**src/rtl/imem_boot_loader.sv**
```systemverilog
// imem_boot_loader: streams a counted little-endian byte image into instruction memory and holds the core in reset until the image is complete
// Ports:
//   clk, rst           clock (rising edge), asynchronous active-low reset
//   start              one-cycle load request, honoured when not busy
//   in_valid/in_data   byte stream offer; in_ready accepts it
//   imem_we/addr/wdata one-cycle word write into instruction memory
//   core_hold          1 keeps the core in reset
//   busy/done/err      load status; words_loaded counts words written
module imem_boot_loader #(
  parameter int ADDR_W    = 10,
  parameter int MAX_WORDS = 256
) (
  input  logic              clk,
  input  logic              rst,
  input  logic              start,
  input  logic              in_valid,
  input  logic [7:0]        in_data,
  output logic              in_ready,
  output logic              imem_we,
  output logic [ADDR_W-1:0] imem_addr,
  output logic [31:0]       imem_wdata,
  output logic              core_hold,
  output logic              busy,
  output logic              done,
  output logic              err,
  output logic [15:0]       words_loaded
);
  typedef enum logic [2:0] {IDLE, HDR_LO, HDR_HI, DATA, WRITE, DONE, ERR} state_t;
  localparam logic [15:0] MAXW = 16'(MAX_WORDS);
  state_t      state;
  logic [15:0] count, word_idx, hdr;
  logic [1:0]  byte_idx;
  logic        xfer;
  assign xfer = in_valid & in_ready;
  assign hdr  = {in_data, count[7:0]};
  // in_ready is registered alongside every state change so it depends only on state
  always_ff @(posedge clk or negedge rst) begin
    if (!rst) begin
      state        <= IDLE;
      in_ready     <= 1'b0;
      imem_we      <= 1'b0;
      imem_addr    <= '0;
      imem_wdata   <= '0;
      core_hold    <= 1'b1;
      busy         <= 1'b0;
      done         <= 1'b0;
      err          <= 1'b0;
      words_loaded <= '0;
      count        <= '0;
      word_idx     <= '0;
      byte_idx     <= '0;
    end else begin
      imem_we <= 1'b0;
      case (state)
        IDLE, DONE, ERR: if (start) begin
          state        <= HDR_LO;
          in_ready     <= 1'b1;
          busy         <= 1'b1;
          done         <= 1'b0;
          err          <= 1'b0;
          core_hold    <= 1'b1;
          words_loaded <= '0;
          word_idx     <= '0;
        end
        HDR_LO: if (xfer) begin
          count[7:0] <= in_data;
          state      <= HDR_HI;
        end
        HDR_HI: if (xfer) begin
          count[15:8] <= in_data;
          if (hdr == 16'd0 || hdr > MAXW) begin
            state    <= ERR;
            in_ready <= 1'b0;
            busy     <= 1'b0;
            err      <= 1'b1;
          end else begin
            state    <= DATA;
            byte_idx <= '0;
          end
        end
        DATA: if (xfer) begin
          imem_wdata[8*byte_idx +: 8] <= in_data;
          byte_idx                    <= byte_idx + 2'd1;
          if (byte_idx == 2'd3) begin
            state     <= WRITE;
            in_ready  <= 1'b0;
            imem_we   <= 1'b1;
            imem_addr <= {word_idx[ADDR_W-3:0], 2'b00};
          end
        end
        WRITE: begin
          word_idx     <= word_idx + 16'd1;
          words_loaded <= words_loaded + 16'd1;
          byte_idx     <= '0;
          if (word_idx + 16'd1 == count) begin
            state     <= DONE;
            busy      <= 1'b0;
            done      <= 1'b1;
            core_hold <= 1'b0;
          end else begin
            state    <= DATA;
            in_ready <= 1'b1;
          end
        end
        default: state <= IDLE;
      endcase
    end
  end
endmodule

```
**config.mk**
```make
export PLATFORM = sky130hd
export DESIGN_NAME = imem_boot_loader
export DESIGN_NICKNAME = d
export VERILOG_FILES = /design/src/rtl/imem_boot_loader.sv
export SDC_FILE = /design/constraint.sdc
export NUM_CORES = 1
export LEC_CHECK = 0
export ABC_AREA = 1
export CAP_MARGIN = 20
export CORE_MARGIN = 4
export CORE_UTILIZATION = 25
export CTS_CLUSTER_DIAMETER = 120
export CTS_CLUSTER_SIZE = 20
export DETAILED_ROUTE_END_ITERATION = 8
export HOLD_SLACK_MARGIN = 0.08
export MAX_ROUTING_LAYER = met4
export PLACE_DENSITY = 0.55
export SKIP_LAST_GASP = 1
export SLEW_MARGIN = 20
export SYNTH_ARGS = -nofsm -noshare
export SYNTH_HDL_FRONTEND = slang
export SYNTH_SLANG_ARGS = --single-unit
```
**constraint.sdc**
```tcl
create_clock -name clk -period 1.6 [get_ports clk]
set_input_delay 0.32 -clock clk [delete_from_list [all_inputs] [get_ports clk]]
set_output_delay 0.32 -clock clk [all_outputs]
set_load 0.005 [all_outputs]
```
# After elaboration in Yosys (flattened, before gate mapping)
# Cells that the tools add are included.
dict set report classes {
  add_sub_neg 4
  order_cmp 1
  n_eq_ne 17
  n_shift 2
  n_mux 35
  bitwise_logic 1
  reduce_logical 20
}
# cell count
set op_table {}
lappend op_table {{16-bit case mux with 2 select lines} 2}
lappend op_table {{5-bit negation with 34-bit output} 1}
lappend op_table {{8-bit by 34-bit variable shift with 32-bit output, first input constant} 1}
lappend op_table {{8-bit by 34-bit indexed part select with 32-bit output} 1}
lappend op_table {{16-bit by 1-bit adder with 16-bit output, second input constant} 2}
lappend op_table {{32-bit bitwise mux} 1}
lappend op_table {{3-bit 2-to-1 mux} 7}
lappend op_table {{2-bit inequality test, second input constant} 9}
lappend op_table {{16-bit == test} 1}
lappend op_table {{16-bit by 9-bit > comparator with 1-bit output, second input constant} 1}
lappend op_table {{16-bit logical NOT} 1}
lappend op_table {{16-bit 2-to-1 mux} 1}
lappend op_table {{3-bit case mux with 5 select lines} 1}
lappend op_table {{1-bit 2-to-1 mux} 14}
lappend op_table {{5-bit AND reduction} 2}
lappend op_table {{3-bit == test, second input constant} 3}
lappend op_table {{2-bit AND reduction} 4}
lappend op_table {{4-bit AND reduction} 2}
lappend op_table {{7-bit AND reduction} 1}
lappend op_table {{3-bit by 2-bit == test with 1-bit output, second input constant} 2}
lappend op_table {{2-bit 2-to-1 mux} 3}
lappend op_table {{1-bit case mux with 2 select lines} 3}
lappend op_table {{2-bit case mux with 3 select lines} 1}
lappend op_table {{3-bit AND reduction} 2}
lappend op_table {{12 further kinds} 14}
dict set report word_totals {
  reg_bits 99
  inputBits 12
  out_inout_bits 64
  word_cells 94
}

# Depth between registers and ports, before layout
# Gate-level depths: netlist (run 1).
dict set report depth {
  word_depth 5
  ltp_mapped 16
  depth_no_buf 16
}

# Worst setup path after synthesis (run 1)
# Ideal clock, no wire load.
dict set report synth_timing {
  path_kind {flip-flop to flip-flop}
  from {register word_idx[0]}
  to {register in_ready}
  setup_ns 0.117
  arrival_ns 1.653
  required_ns 1.483
  slack_ns -0.170
  path_stages_with_launch 16
  n_path_buf 0
  period_less_slack_ns 1.770
  cell_sequence {dfrtp_1 ha_1 nand2_1 inv_1 nor2_1 inv_1 nand2_1 nand2_1 nor2_1 nand3_1 nor2_1 nand2_1 nor2_1 nand3_2 nand3_1 nand2_1}
}
dict set report synth_between {
  elab_chain_cells 4
}
# item line_no
set synth_rtl {}
lappend synth_rtl {{from (decl)} 31} ;# logic [15:0] count, word_idx, hdr;
lappend synth_rtl {{from (signal assigned)} 92} ;# word_idx <= word_idx + 16'd1;
lappend synth_rtl {{16-bit by 1-bit adder with 16-bit output} 95} ;# if (word_idx + 16'd1 == count) begin
lappend synth_rtl {{16-bit == test} 95}
lappend synth_rtl {{2-bit inequality test (no line)} -}
lappend synth_rtl {{7-bit AND reduction (no line)} -}
lappend synth_rtl {{to (signal assigned)} 73} ;# in_ready <= 1'b0;
lappend synth_rtl {{to (signal assigned)} 86} ;# in_ready <= 1'b0;
lappend synth_rtl {{to (signal assigned)} 102} ;# in_ready <= 1'b1;
lappend synth_rtl {{to (decl)} 18} ;# output logic in_ready,
# No other way between the ends.
# A chain may end at the register's enable or synchronous reset.

# Final worst setup path (run 1)
dict set report layout_timing {
  from {register word_idx[1]}
  to {register state[2]}
}
dict set report layout_between {
  elab_chain_cells 4
}
# item line_no
set layout_rtl {}
lappend layout_rtl {{16-bit by 1-bit adder with 16-bit output} 95}
lappend layout_rtl {{16-bit == test} 95}
lappend layout_rtl {{3-bit 2-to-1 mux} 95}
lappend layout_rtl {{3-bit case mux with 5 select lines} 54} ;# case (state)
lappend layout_rtl {{to (signal assigned)} 56} ;# state <= HDR_LO;
lappend layout_rtl {{to (signal assigned)} 96} ;# state <= DONE;
lappend layout_rtl {{to (signal assigned)} 101} ;# state <= DATA;
lappend layout_rtl {{to (decl)} 30} ;# state_t state;
# No other way between the ends.

==> key figures, run 1 <==
Status
  – Status: finished, violations left
  – Violations in the final reports: setup timing

STA
  – Final Hold Viols: 0
  – F_max: slightly above 500 MHz
  – Max transition margin: 0.662
  – Final period util: 1.22
  – Worst-case setup margin in the final layout: -0.345 ns
  – Slew of the pin with the lowest slew margin: 0.502 ns
  – Unrepaired setup endpoints after global routing: yes
  – Min Clock Period, post-route: 1.95 ns
  – Max-slew violations: 0
  – Final hold slack: 0.482 ns
  – Clock skew after layout: 0.0105 ns
  – Setup violators final: 42

Finish
  – Post-Layout Cell Count: 1,210
  – Fraction of layout instances using a drive strength above 1: 0.333
  – Diodes inserted: 0
  – Top library cells by usage in the layout, fill and taps aside: nand2_1 (176), buf_4 (135), dfrtp_1 (96)
  – Layout filler cell count: 2,035
  – Area growth from synthesis to final layout: 62.9%
  – Final net count: 955
  – Area used by sequential logic in the layout: 2480 um2
  – Most common library cell in the layout ignoring fill and taps: nand2_1
  – Total area of multi-input combinational cells: approximately 2900 um2

Synth
  – Prevailing post-synth register cell: dfrtp_1
  – Post-synthesis cell type with the largest combined area: dfrtp_1
  – Cell area after synthesis: around 5200 um2
  – Number of synthesized flops with an enable pin: 0
  – Total number of yosys warnings: 0
  – Cell types with the largest area share after synthesis: dfrtp_1 (47%), nand2_1 (14%), nand3_1 (8.9%), o21ai_0 (7.3%), inv_1 (6.3%)
  – Post-Syn Instances: 699
  – Average footprint of a synthesized cell: roughly 7.5 um2
  – Synth unique cells: 34
  – Flops & latches, synth: 99
  – Proportion of synthesized flip-flops having asynchronous set or reset: 1.00
  – Sequential-to-total area share from yosys stat: 0.474
  – Synth top area share: 0.469

CTS
  – Clock buffer count from CTS: 9
  – Clock slew seen by the registers of the worst setup and hold paths: 0.07 ns
  – Root buffer cell: clkbuf_16
  – TritonCTS sink count: 99
  – Skew-Pair Late Insertion Delay: around 0.36 ns
  – Number of H-tree levels: 3
  – Maximum clock insertion buffer count: 2
  – CTS tree: built

GRT
  – Number of antenna violations at the first check in global routing: 0
  – Global-route wire length before repair: 26,700 um
  – Maximum number of pins on one net before global-route repair: 70
  – Overall fraction of global-route tracks in use: 0.143
  – Sum of overflow across all layers after global routing: 0
  – Vias in the first global route: 5,267

Critical path
  – Worst Path Arrival: roughly 2.2 ns
  – Type of the worst setup path: reg -> reg
  – RR Endpoint: state[2]
  – Worst reg2reg path depth: 14
  – Worst R2R Start: word_idx[1]
  – CP startpoint kind: register
  – Critical path peak fanout: 5
  – Endpoint class of the critical path: register
  – R2r setup slk: -0.35 ns
  – Worst setup startpoint: word_idx[1]
  – CP required: 1.89 ns

Route
  – Number of remaining DRC errors: 0
  – Antenna violation net count after detailed routing: 0
  – Number of detailed-route iterations in the first pass: 6
  – Routed wire length: around 17,000 um
  – Vias after detailed routing: 5,440
  – Detailed router's first-iteration violation count: 364
  – Detail-routed net length per standard cell: 13.9 um
  – Via/cell ratio: about 4.5

Power
  – Leak: between 4 and 5 nW
  – Maximum resistive drop on vdd: 0.486 mV
  – Total power draw: 4.87 mW
  – Pwr dens: about 570 nW/um2

Job
  – Max-cap violations: 0

Hold path
  – Hold EP: imem_addr[5]
  – Worst hold-check path type: reg -> reg
  – Hold Path Depth: 2
  – Min-delay src: imem_addr[5]

Floorplan
  – Core Footprint: 20,400 um2
  – Count of boundary I/O pins: 76
  – Std cell rows: between 50 and 60
  – Chip Height: about 150 um
  – Area of the die: 23,300 um2
  – Width of the die: 153 um
  – Starting density of the core: 0.257

Placed design
  – Gpl congestion: 0.832
  – Quantity of I/O buffers inserted on ports: 73
  – Half-perimeter wire length after detailed placement: 11,400 um
  – Inst Count DP: around 1,100
-- worst max path at each step --
stage | end | slack, ns
after floorplan | in_ready | -0.09
after global placement | byte_idx[1] | -0.36
after detailed placement | byte_idx[1] | -0.39
after CTS | state[2] | -0.31
after global routing | state[1] | -0.50
final | state[2] | -0.35
-- synthesized netlist by cell type, types with 2 or more instances --
master	n
nand2_1	195
dfrtp_1	98
nand3_1	93
inv_1	88
o21ai_0	76
nor2_1	56
nand4_1	12
clkbuf_1	11
o22ai_1	11
ha_1	8
a21oi_1	7
nand2_2	6
nor2_4	5
nor3_1	4
nor2_2	3
o21ai_1	3
a21boi_0	2
buf_4	2
clkinv_1	2
nand3b_1	2
o31ai_1	2
-- worst max-delay path: stages (launching register included) --
cell     delay, ns
dfrtp_1       0.39
buf_4         0.15
nand2_2       0.10
nor2_4        0.24
buf_4         0.15
nand2_1       0.06
nand3_1       0.10
nand3_1       0.08
nor2_1        0.10
nand2_1       0.09
nor2_4        0.13
nand3_4       0.12
nand2_2       0.09
nand2_1       0.04
nand2_1       0.05
-- metal layers --
| layer | vias to the layer above | routed length [um] | global-route usage |
|---|---|---|---|
| li1 | 2761 | - | - |
| met1 | 2538 | 7840 | 0.190 |
| met2 | 126 | 7990 | 0.226 |
| met3 | 15 | 748 | 0.0239 |
| met4 | 0 | 241 | 0.0424 |
| met5 | - | 0 | - |
-- flip-flops by register name, summed over array words and instances, names as in the netlist --
register      count
err               1
imem_wdata       32
imem_addr         8
busy              1
done              1
byte_idx          2
core_hold         1
imem_we           1
state             3
in_ready          1
count            16
word_idx         16
words_loaded     16
-- per-stage QoR --
| step | TNS (ns) | setup WS, ns | instance area (um2) | util |
|---|---|---|---|---|
| after floorplan | -0.242 | -0.0871 | 5250 | - |
| after global placement | -10.73 | -0.359 | 7170 | 0.352 |
| after detailed placement | -12.28 | -0.390 | 7170 | 0.352 |
| after CTS | -2.09 | -0.306 | 7710 | 0.379 |
| after global routing | -9.07 | -0.502 | 8510 | 0.418 |
| final | -2.94 | -0.345 | 8510 | 0.418 |
-- power by group --
part	internal [mW]	switching (mW)
clock network	1.10	1.11
logic	0.0564	0.0944
registers	2.50	0.00185
-- logic make-up after synthesis --
family	count (synthesis)	synth area share
AOI/OAI and AO/OA	106	0.109
xor gates and xnor gates	1	0.00168
adders and majority gates	8	0.0192
buffers and inverters	104	0.0764
DFF	99	0.474
muxes	1	0.00192
other	1	0.000718
and+or+nand+nor	379	0.317
-- repair_timing --
action	4_1_cts	5_1_grt
hold endpoints to repair	98	0
hold buffers	1	0
endpoints found under the setup margin	63	87
setup buffers	21	28
pin swaps	20	31
cloned	1	4
gates resized for setup	36	178
-- area by class of cell --
type | instances | area share
Tap cell | 270 | 0.0397
Clock buffer | 9 | 0.0265
Multi-Input combinational cell | 498 | 0.337
Timing Repair Buffer | 237 | 0.256
Sequential cell | 99 | 0.292
Inverter | 90 | 0.0412
Clock inverter | 7 | 0.00794
(Power assumes the default switching activity.)
==> run 2: changes to the inputs <==
--- a/config.mk
+++ b/config.mk
@@ -5,7 +5,6 @@
 export SDC_FILE = /design/constraint.sdc
 export NUM_CORES = 1
 export LEC_CHECK = 0
-export ABC_AREA = 1
 export CAP_MARGIN = 20
 export CORE_MARGIN = 4
 export CORE_UTILIZATION = 25
@@ -14,7 +13,7 @@
 export DETAILED_ROUTE_END_ITERATION = 8
 export HOLD_SLACK_MARGIN = 0.08
 export MAX_ROUTING_LAYER = met4
-export PLACE_DENSITY = 0.55
+export PLACE_DENSITY = 0.54
 export SKIP_LAST_GASP = 1
 export SLEW_MARGIN = 20
 export SYNTH_ARGS = -nofsm -noshare
==> constraint.sdc (replaced) <==
create_clock -name clk -period 2.38 [get_ports clk]
set_input_delay 0.476 -clock clk [delete_from_list [all_inputs] [get_ports clk]]
set_output_delay 0.476 -clock clk [all_outputs]
set_load 0.005 [all_outputs]
==> run 2 against run 1 <==
  * Sequential power increased by 24%
  * Critical path depth fell by 7
  * Clock power decreased by 35%
  * Count of clock-buffer cells in the layout stayed put
  * Worst setup slack improved by 0.46 ns
  * Non-clock buffer count decreased by 113
  * Largest power group is now combinational cells
  * Synthesized cell count shrank 25%
  * The run now ends clean
  * Design area shrank 22%
  * Highest routed layer unchanged
  * Register-to-register slack improved by 0.46 ns
  * Hold slack worse by 0.38 ns
  * Sequential share of layout area up 8.1 points
  * Largest cell class is now registers
==> key figures, run 2 <==
Critical path
  – Slowest-stage cell, CP: nor4_4
  – Type of the worst setup path: reg -> reg
  – Worst R2R Start: word_idx[1]
  – RR Endpoint: state[1]
  – CP required: 2.61 ns (+0.72 ns)
  – Worst setup startpoint: word_idx[1]
  – Worst reg2reg path depth: 7 (-7)
  – R2r setup slk: 0.11 ns (+0.46 ns)
  – Maximum cell stage delay along the critical path: 0.44 ns (+0.05 ns)
  – Worst Path Arrival: 2.49 ns (+0.25 ns)
  – Critical path peak fanout: 6 (+1)
  – Crit-path cells: ha_4 > nand4_1 > or3_1 > o32ai_2 > o221ai_2 > nor4_4 > o22ai_1
  – CP endpoint: state[1]
  – CP startpoint kind: register
  – Endpoint class of the critical path: register

STA
  – Worst-case setup margin in the final layout: 0.115 ns (+0.460 ns)
  – Final hold slack: 0.0984 ns (-0.384 ns)
  – Min Clock Period, post-route: 2.27 ns (+0.320 ns)
  – Setup violators final: 0 (-100%)
  – F_max: 441 MHz (-14%)
  – Setup Total Neg Slack: 0 ns (+2.94 ns)
  – Final period util: 0.952 (-0.264)
  – Slew of the pin with the lowest slew margin: 0.573 ns (+0.0704 ns)
  – Unrepaired setup endpoints after global routing: no
  – Max-slew violations: 0 (unchanged)
  – Max transition margin: 0.618 (-0.0438)
  – Final Hold Viols: 0 (unchanged)
  – Clock skew after layout: 0.0101 ns (-0.000355 ns)

Floorplan
  – Starting density of the core: 0.256 (-0.000967)
  – Width of the die: 149 um (-2.1%)
  – Core Footprint: 19,500 um2 (-4.1%)
  – Std cell rows: 51 (-1.9%)
  – Area of the die: 22,300 um2 (-4.2%)
  – Count of boundary I/O pins: 76 (unchanged)
  – Chip Height: 149 um (-2.1%)

Placed design
  – Quantity of I/O buffers inserted on ports: 73 (unchanged)
  – Gpl congestion: 0.833 (about the same)
  – Post-placement cell area: 6320 um2 (-12%)
  – Half-perimeter wire length after detailed placement: 10,100 um (-11%)
  – Worst slack, placed: -0.158 ns (+0.232 ns)

Synth
  – Leading cell type by number of instances after synthesis: dfrtp_1
  – Synth top area share: 0.491 (+0.0220)
  – Total number of yosys warnings: 0 (unchanged)
  – Post-Syn Instances: 523 (-25%)
  – Proportion of synthesized flip-flops having asynchronous set or reset: 1.00 (unchanged)
  – Prevailing post-synth register cell: dfrtp_1
  – Number of synthesized flops with an enable pin: 0 (unchanged)
  – Synth unique cells: 54 (+59%)
  – Cell area after synthesis: 4990 um2 (-4.5%)
  – Cell types with the largest area share after synthesis: dfrtp_1 (49%), o21ai_0 (7.6%), nand2_1 (7.2%), mux2_2 (5.2%), xnor2_1 (2.1%)
  – Average footprint of a synthesized cell: 9.54 um2 (+28%)
  – Post-synthesis cell type with the largest combined area: dfrtp_1
  – Flops & latches, synth: 99 (unchanged)
  – Commonest cells post-synth: dfrtp_1 (98), nand2_1 (96), o21ai_0 (76)
  – Sequential-to-total area share from yosys stat: 0.497 (+0.0222)

Route
  – Detail-routed net length per standard cell: 15.3 um (+10%)
  – Number of remaining DRC errors: 0 (unchanged)
  – Routed wire length: 13,800 um (-18%)
  – Antenna violation net count after detailed routing: 0 (unchanged)
  – Vias after detailed routing: 4,237 (-22%)
  – Detailed router's first-iteration violation count: 212 (-42%)
  – Number of detailed-route iterations in the first pass: 4 (-2)
  – Via/cell ratio: 4.70 (+4.5%)

Finish
  – Fraction of layout instances using a drive strength above 1: 0.174 (-0.159)
  – Layout filler cell count: 2,029 (-0.29%)
  – Largest reg by FF count: imem_wdata
  – Area growth from synthesis to final layout: 33.5%
  – Area used by sequential logic in the layout: 2480 um2 (about the same)
  – Most common library cell in the layout ignoring fill and taps: nand2_1
  – Total area of multi-input combinational cells: 2390 um2 (-17%)
  – Final net count: 652 (-32%)
  – Top library cells by usage in the layout, fill and taps aside: nand2_1 (96), dfrtp_1 (95), o21ai_0 (76)
  – Fin area: 6670 um2 (-22%)
  – Diodes inserted: 0 (unchanged)
  – Max reg flops: 32 (unchanged)

GRT
  – Vias in the first global route: 4,407 (-16%)
  – Sum of overflow across all layers after global routing: 0 (unchanged)
  – Global-route wire length before repair: 22,700 um (-15%)
  – Overall fraction of global-route tracks in use: 0.132 (-0.0117)
  – Number of antenna violations at the first check in global routing: 0 (unchanged)
  – Maximum number of pins on one net before global-route repair: 42 (-40%)

Job
  – Max-cap violations: 0 (unchanged)

CTS
  – TritonCTS sink count: 99 (unchanged)
  – Clock buffer count from CTS: 9 (unchanged)
  – Number of H-tree levels: 3 (unchanged)
  – Skew-Pair Late Insertion Delay: 0.36 ns (about the same)
  – CTS tree: built
  – Clock slew seen by the registers of the worst setup and hold paths: 0.07 ns (about the same)
  – Root buffer cell: clkbuf_16
  – Setup repair bufs after CTS: 0 (-100%)
  – Maximum clock insertion buffer count: 2 (unchanged)

Status
  – Status: complete, no violations

Hold path
  – Worst hold-check path type: in -> async

Power
  – Leak: 2.74 nW (-40%)
  – Maximum resistive drop on vdd: 0.455 mV (-6.4%)
  – Pwr dens: 1160 nW/um2 (+100%)
  – Total power draw: 7.72 mW (+58%)
run 2: cell types whose count changed after synthesis, moves of 6 or more:
cell | previous run | this run
nand2_1 | 195 | 96
inv_1 | 88 | 11
nand3_1 | 93 | 20
nor2_1 | 56 | 27
mux2_2 | 0 | 23
xnor2_1 | 0 | 12
and3_1 | 0 | 8
o22ai_1 | 11 | 3
clkbuf_1 | 11 | 18
o31ai_1 | 2 | 9
nand2_2 | 6 | 0
nor2b_1 | 0 | 6
xor2_1 | 1 | 7
run 2: worst min path at each step:
stage               startpoint   endpoint  slack [ns]  cells past startpoint
floorplan                  rst       busy        0.18                      0
global placement     core_hold  core_hold        0.45                      2
detailed placement   core_hold  core_hold        0.45                      2
CTS                        rst    imem_we        0.12                      1
global route               rst    imem_we        0.14                      1
finish                     rst    imem_we         0.1                      1
run 2: final cells by class:
class	instances	area share
flip-flops and latches	99	0.372
multi-input cells	387	0.359
repair buffers	124	0.170
well taps	265	0.0497
clock buffers	9	0.0338
clock inverters	7	0.00864
inverters	11	0.00619
run 2: report_power, final:
group          total, mW  leakage [nW]  switching, mW  internal [mW]
Combinational       3.18          1.34           1.43           1.75
Clock               1.44         0.141          0.712          0.727
Sequential          3.10          1.26          0.710           2.39
Total               7.72          2.74           2.85           4.87
run 2: per-stage QoR:
stage | utilization | instances
6_report | 0.341 | 902
5_1_grt | 0.341 | 902
4_1_cts | 0.339 | 902
3_5_place_dp | 0.324 | 886
3_3_place_gp | 0.324 | 886
2_1_floorplan | - | 524
run 2: what timing repair did:
| item | 4_1_cts | 5_1_grt |
|---|---|---|
| hold buffers | 0 | 0 |
| setup endpoints to repair | 6 | 6 |
| hold endpoints to repair | 0 | 0 |
| pin swaps | 1 | 5 |
| gates resized for setup | 2 | 11 |
run 2: critical path: cells and delay by family (launching register included):
kind                     cells  cell delay, ns
flip-flops                   1            0.43
AO/OA/AOI/OAI                3            0.64
adder cells (fa/ha/maj)      1            0.17
AND/OR/NAND/NOR              3            0.89
run 2: cell families after synthesis:
| logic type | after synthesis | synth area share |
|---|---|---|
| compound gates | 126 | 0.152 |
| xor+xnor | 19 | 0.0333 |
| fa+ha+maj | 8 | 0.0201 |
| buf+inv | 38 | 0.0358 |
| flops | 99 | 0.497 |
| mux | 25 | 0.0559 |
| other cells | 1 | 0.000751 |
| simple gates | 207 | 0.205 |
run 2: layer usage:
metal	track usage	routed length, um	vias to the layer above	share of wire
met5	-	0	-	0
met4	0.0375	171	0	0.012
met3	0.0307	451	12	0.033
met2	0.210	6680	82	0.48
met1	0.168	6530	2069	0.47
li1	-	-	2074	-
==> run 3: changes to the inputs <==
--- a/config.mk
+++ b/config.mk
@@ -7,13 +7,13 @@
 export LEC_CHECK = 0
 export CAP_MARGIN = 20
 export CORE_MARGIN = 4
-export CORE_UTILIZATION = 25
+export CORE_UTILIZATION = 50
 export CTS_CLUSTER_DIAMETER = 120
 export CTS_CLUSTER_SIZE = 20
 export DETAILED_ROUTE_END_ITERATION = 8
 export HOLD_SLACK_MARGIN = 0.08
 export MAX_ROUTING_LAYER = met4
-export PLACE_DENSITY = 0.54
+export PLACE_DENSITY = 0.86
 export SKIP_LAST_GASP = 1
 export SLEW_MARGIN = 20
 export SYNTH_ARGS = -nofsm -noshare
==> run 3 against run 2 <==
  * Critical endpoint is now done
  * Design area is 4.5% lower
  * Largest power group unchanged
  * Largest cell class unchanged
  * Via count is 3.6% higher
  * Worst setup slack worse by 0.0093 ns
  * Core utilization is 31 points higher
==> key figures, run 3 (synthesis results as in run 2) <==
Status
  – Status: complete, no violations

Power
  – Switching Share: 0.381 (+0.0119)
  – Internal Dissipation: 4.50 mW (-7.5%)
  – Reg power frac: 0.427 (+0.026)
  – Leak: 2.67 nW (-2.3%)
  – Combinational group share of total power: 0.437 (+0.025)
  – Share of total power in the clock network: 0.137 (-0.049)
  – Maximum resistive drop on vdd: 0.569 mV (+25%)
  – Net load switching power: 2.78 mW (-2.7%)
  – Pwr dens: 1140 nW/um2 (-1.3%)

CTS
  – Number of H-tree levels: 3 (unchanged)
  – Root buffer cell: clkbuf_8
  – CTS tree: built
  – Clock buffer count from CTS: 9 (unchanged)
  – Maximum clock insertion buffer count: 2 (unchanged)
  – TritonCTS sink count: 99 (unchanged)
  – Clock slew seen by the registers of the worst setup and hold paths: 0.09 ns (+0.02 ns)
  – Skew-Pair Late Insertion Delay: 0.37 ns (about the same)

Floorplan
  – Starting density of the core: 0.513 (+0.257)
  – Count of boundary I/O pins: 76 (unchanged)
  – Width of the die: 108 um (-28%)
  – Area of the die: 11,600 um2 (-48%)
  – Std cell rows: 36 (-29%)
  – Chip Height: 108 um (-28%)
  – Core Footprint: 9730 um2 (-50%)

STA
  – Final hold slack: 0.476 ns (+0.377 ns)
  – Final Hold Viols: 0 (unchanged)
  – Unrepaired setup endpoints after global routing: yes
  – Min Clock Period, post-route: 2.27 ns (+0.00934 ns)
  – Clock skew after layout: 0.0127 ns (+0.00256 ns)
  – Final period util: 0.956 (+0.00392)
  – Max transition margin: 0.620 (+0.00157)
  – Setup violators final: 0 (unchanged)
  – Max-slew violations: 0 (unchanged)
  – Slew of the pin with the lowest slew margin: 0.570 ns (-0.00235 ns)
  – F_max: 440 MHz (-0.41%)

Critical path
  – Worst setup startpoint: word_idx[1]
  – Worst reg2reg path depth: 8 (+1)
  – Endpoint class of the critical path: register
  – CP startpoint kind: register
  – Worst Path Arrival: 2.58 ns (+0.09 ns)
  – CP endpoint: done
  – CP required: 2.69 ns (+0.08 ns)
  – Worst R2R Start: word_idx[1]
  – Type of the worst setup path: reg -> reg
  – Critical path peak fanout: 5 (-1)
  – RR Endpoint: done
  – R2r setup slk: 0.11 ns (about the same)

Route
  – Detailed router's first-iteration violation count: 254 (+20%)
  – Detail-routed net length per standard cell: 16.7 um (+8.7%)
  – Number of detailed-route iterations in the first pass: 5 (+1)
  – Via/cell ratio: 5.72 (+22%)
  – Number of remaining DRC errors: 0 (unchanged)
  – Routed wire length: 12,800 um (-7.6%)
  – Antenna violation net count after detailed routing: 0 (unchanged)
  – Vias after detailed routing: 4,388 (+3.6%)

Placed design
  – Post-placement cell area: 6110 um2 (-3.3%)
  – Gpl congestion: 0.873 (+4.9%)
  – Half-perimeter wire length after detailed placement: 9150 um (-9.5%)
  – Quantity of I/O buffers inserted on ports: 73 (unchanged)

Hold path
  – Hold Path Depth: 2
  – Min-delay src: core_hold
  – Worst hold-check path type: reg -> reg

Finish
  – Diodes inserted: 0 (unchanged)
  – Largest reg by FF count: imem_wdata
  – Most common library cell in the layout ignoring fill and taps: dfrtp_1
  – Top library cells by usage in the layout, fill and taps aside: dfrtp_1 (97), nand2_1 (96), o21ai_0 (76)
  – Max reg flops: 32 (unchanged)
  – Fraction of layout instances using a drive strength above 1: 0.159 (-0.0149)
  – Fin area: 6370 um2 (-4.5%)
  – Area growth from synthesis to final layout: 27.6%
  – Final net count: 649 (-0.46%)

GRT
  – Global-route wire length before repair: 21,100 um (-7.0%)
  – Sum of overflow across all layers after global routing: 0 (unchanged)
  – Number of antenna violations at the first check in global routing: 0 (unchanged)
  – Overall fraction of global-route tracks in use: 0.234 (+0.103)
  – Vias in the first global route: 4,397 (-0.23%)
  – Maximum number of pins on one net before global-route repair: 49 (+17%)

Job
  – Max-cap violations: 0 (unchanged)
[run 3: changes by cell type in the layout (fill, tap and decap cells not counted), sizes merged]
cell | previous run | this run
clkinv | 3 | 2
dlygate4sd3 | 0 | 1
clkinvlp | 0 | 1
buf | 52 | 48
inv | 15 | 12
clkbuf | 9 | 12
[run 3: worst min-delay path by stage]
stage                      endpoint  slack, ns
final                     core_hold       0.48
after detailed placement    imem_we       0.45
after global routing      core_hold       0.50
after CTS                 core_hold       0.48
after global placement      imem_we       0.45
after floorplan                busy       0.18
[run 3: final cells by class]
cell class                 count  area [um2]
multi-input combinational    387        2390
clock inverter                 4        36.3
sequential                    99        2480
fill                         789        3360
clock buffer                  12         135
tap                          133         166
timing repair buffer         121        1120
inverter                      11        41.3
[run 3: through the flow]
stage	setup WS, ns	cells	TNS, ns	power [mW]	util
6_report	0.105	767	0	7.28	0.654
5_1_grt	-0.00439	767	-0.00650	7.80	0.654
4_1_cts	0.0438	765	0	7.22	0.647
3_5_place_dp	-0.202	748	-0.919	6.20	0.628
3_3_place_gp	-0.163	748	-0.630	6.00	0.628
2_1_floorplan	0.175	524	0	4.60	-
[run 3: worst max-delay path, stage by stage (launching register included)]
cell and delay, ns:
dfrtp_1 0.42, ha_2 0.22, and3_1 0.29, nand4_1 0.20
o32ai_1 0.36, o211ai_2 0.19, nor4_4 0.31, buf_4 0.15
a21o_1 0.07
[run 3: routing by layer]
metal | share of wire | global-route usage
met1 | 0.41 | 0.288
met2 | 0.49 | 0.384
met3 | 0.065 | 0.0534
met4 | 0.034 | 0.0784
met5 | 0 | -
[run 3: repair_timing]
item                                   4_1_cts  5_1_grt
endpoints found under the hold margin       31        0
buffers inserted                             0        2
resized for setup                            0       10
setup endpoints to repair                    0        7
hold buffers                                 1        0
[run 3: power by group through the flow]
| stage | Combinational [mW] | Sequential (mW) | Clock [mW] |
|---|---|---|---|
| after floorplan | 1.67 | 2.93 | 0 |
| after global placement | 2.96 | 3.04 | 0 |
| after detailed placement | 3.11 | 3.09 | 0 |
| after CTS | 3.14 | 3.07 | 1.02 |
| after global routing | 3.50 | 3.21 | 1.09 |
| final | 3.18 | 3.11 | 0.994 |
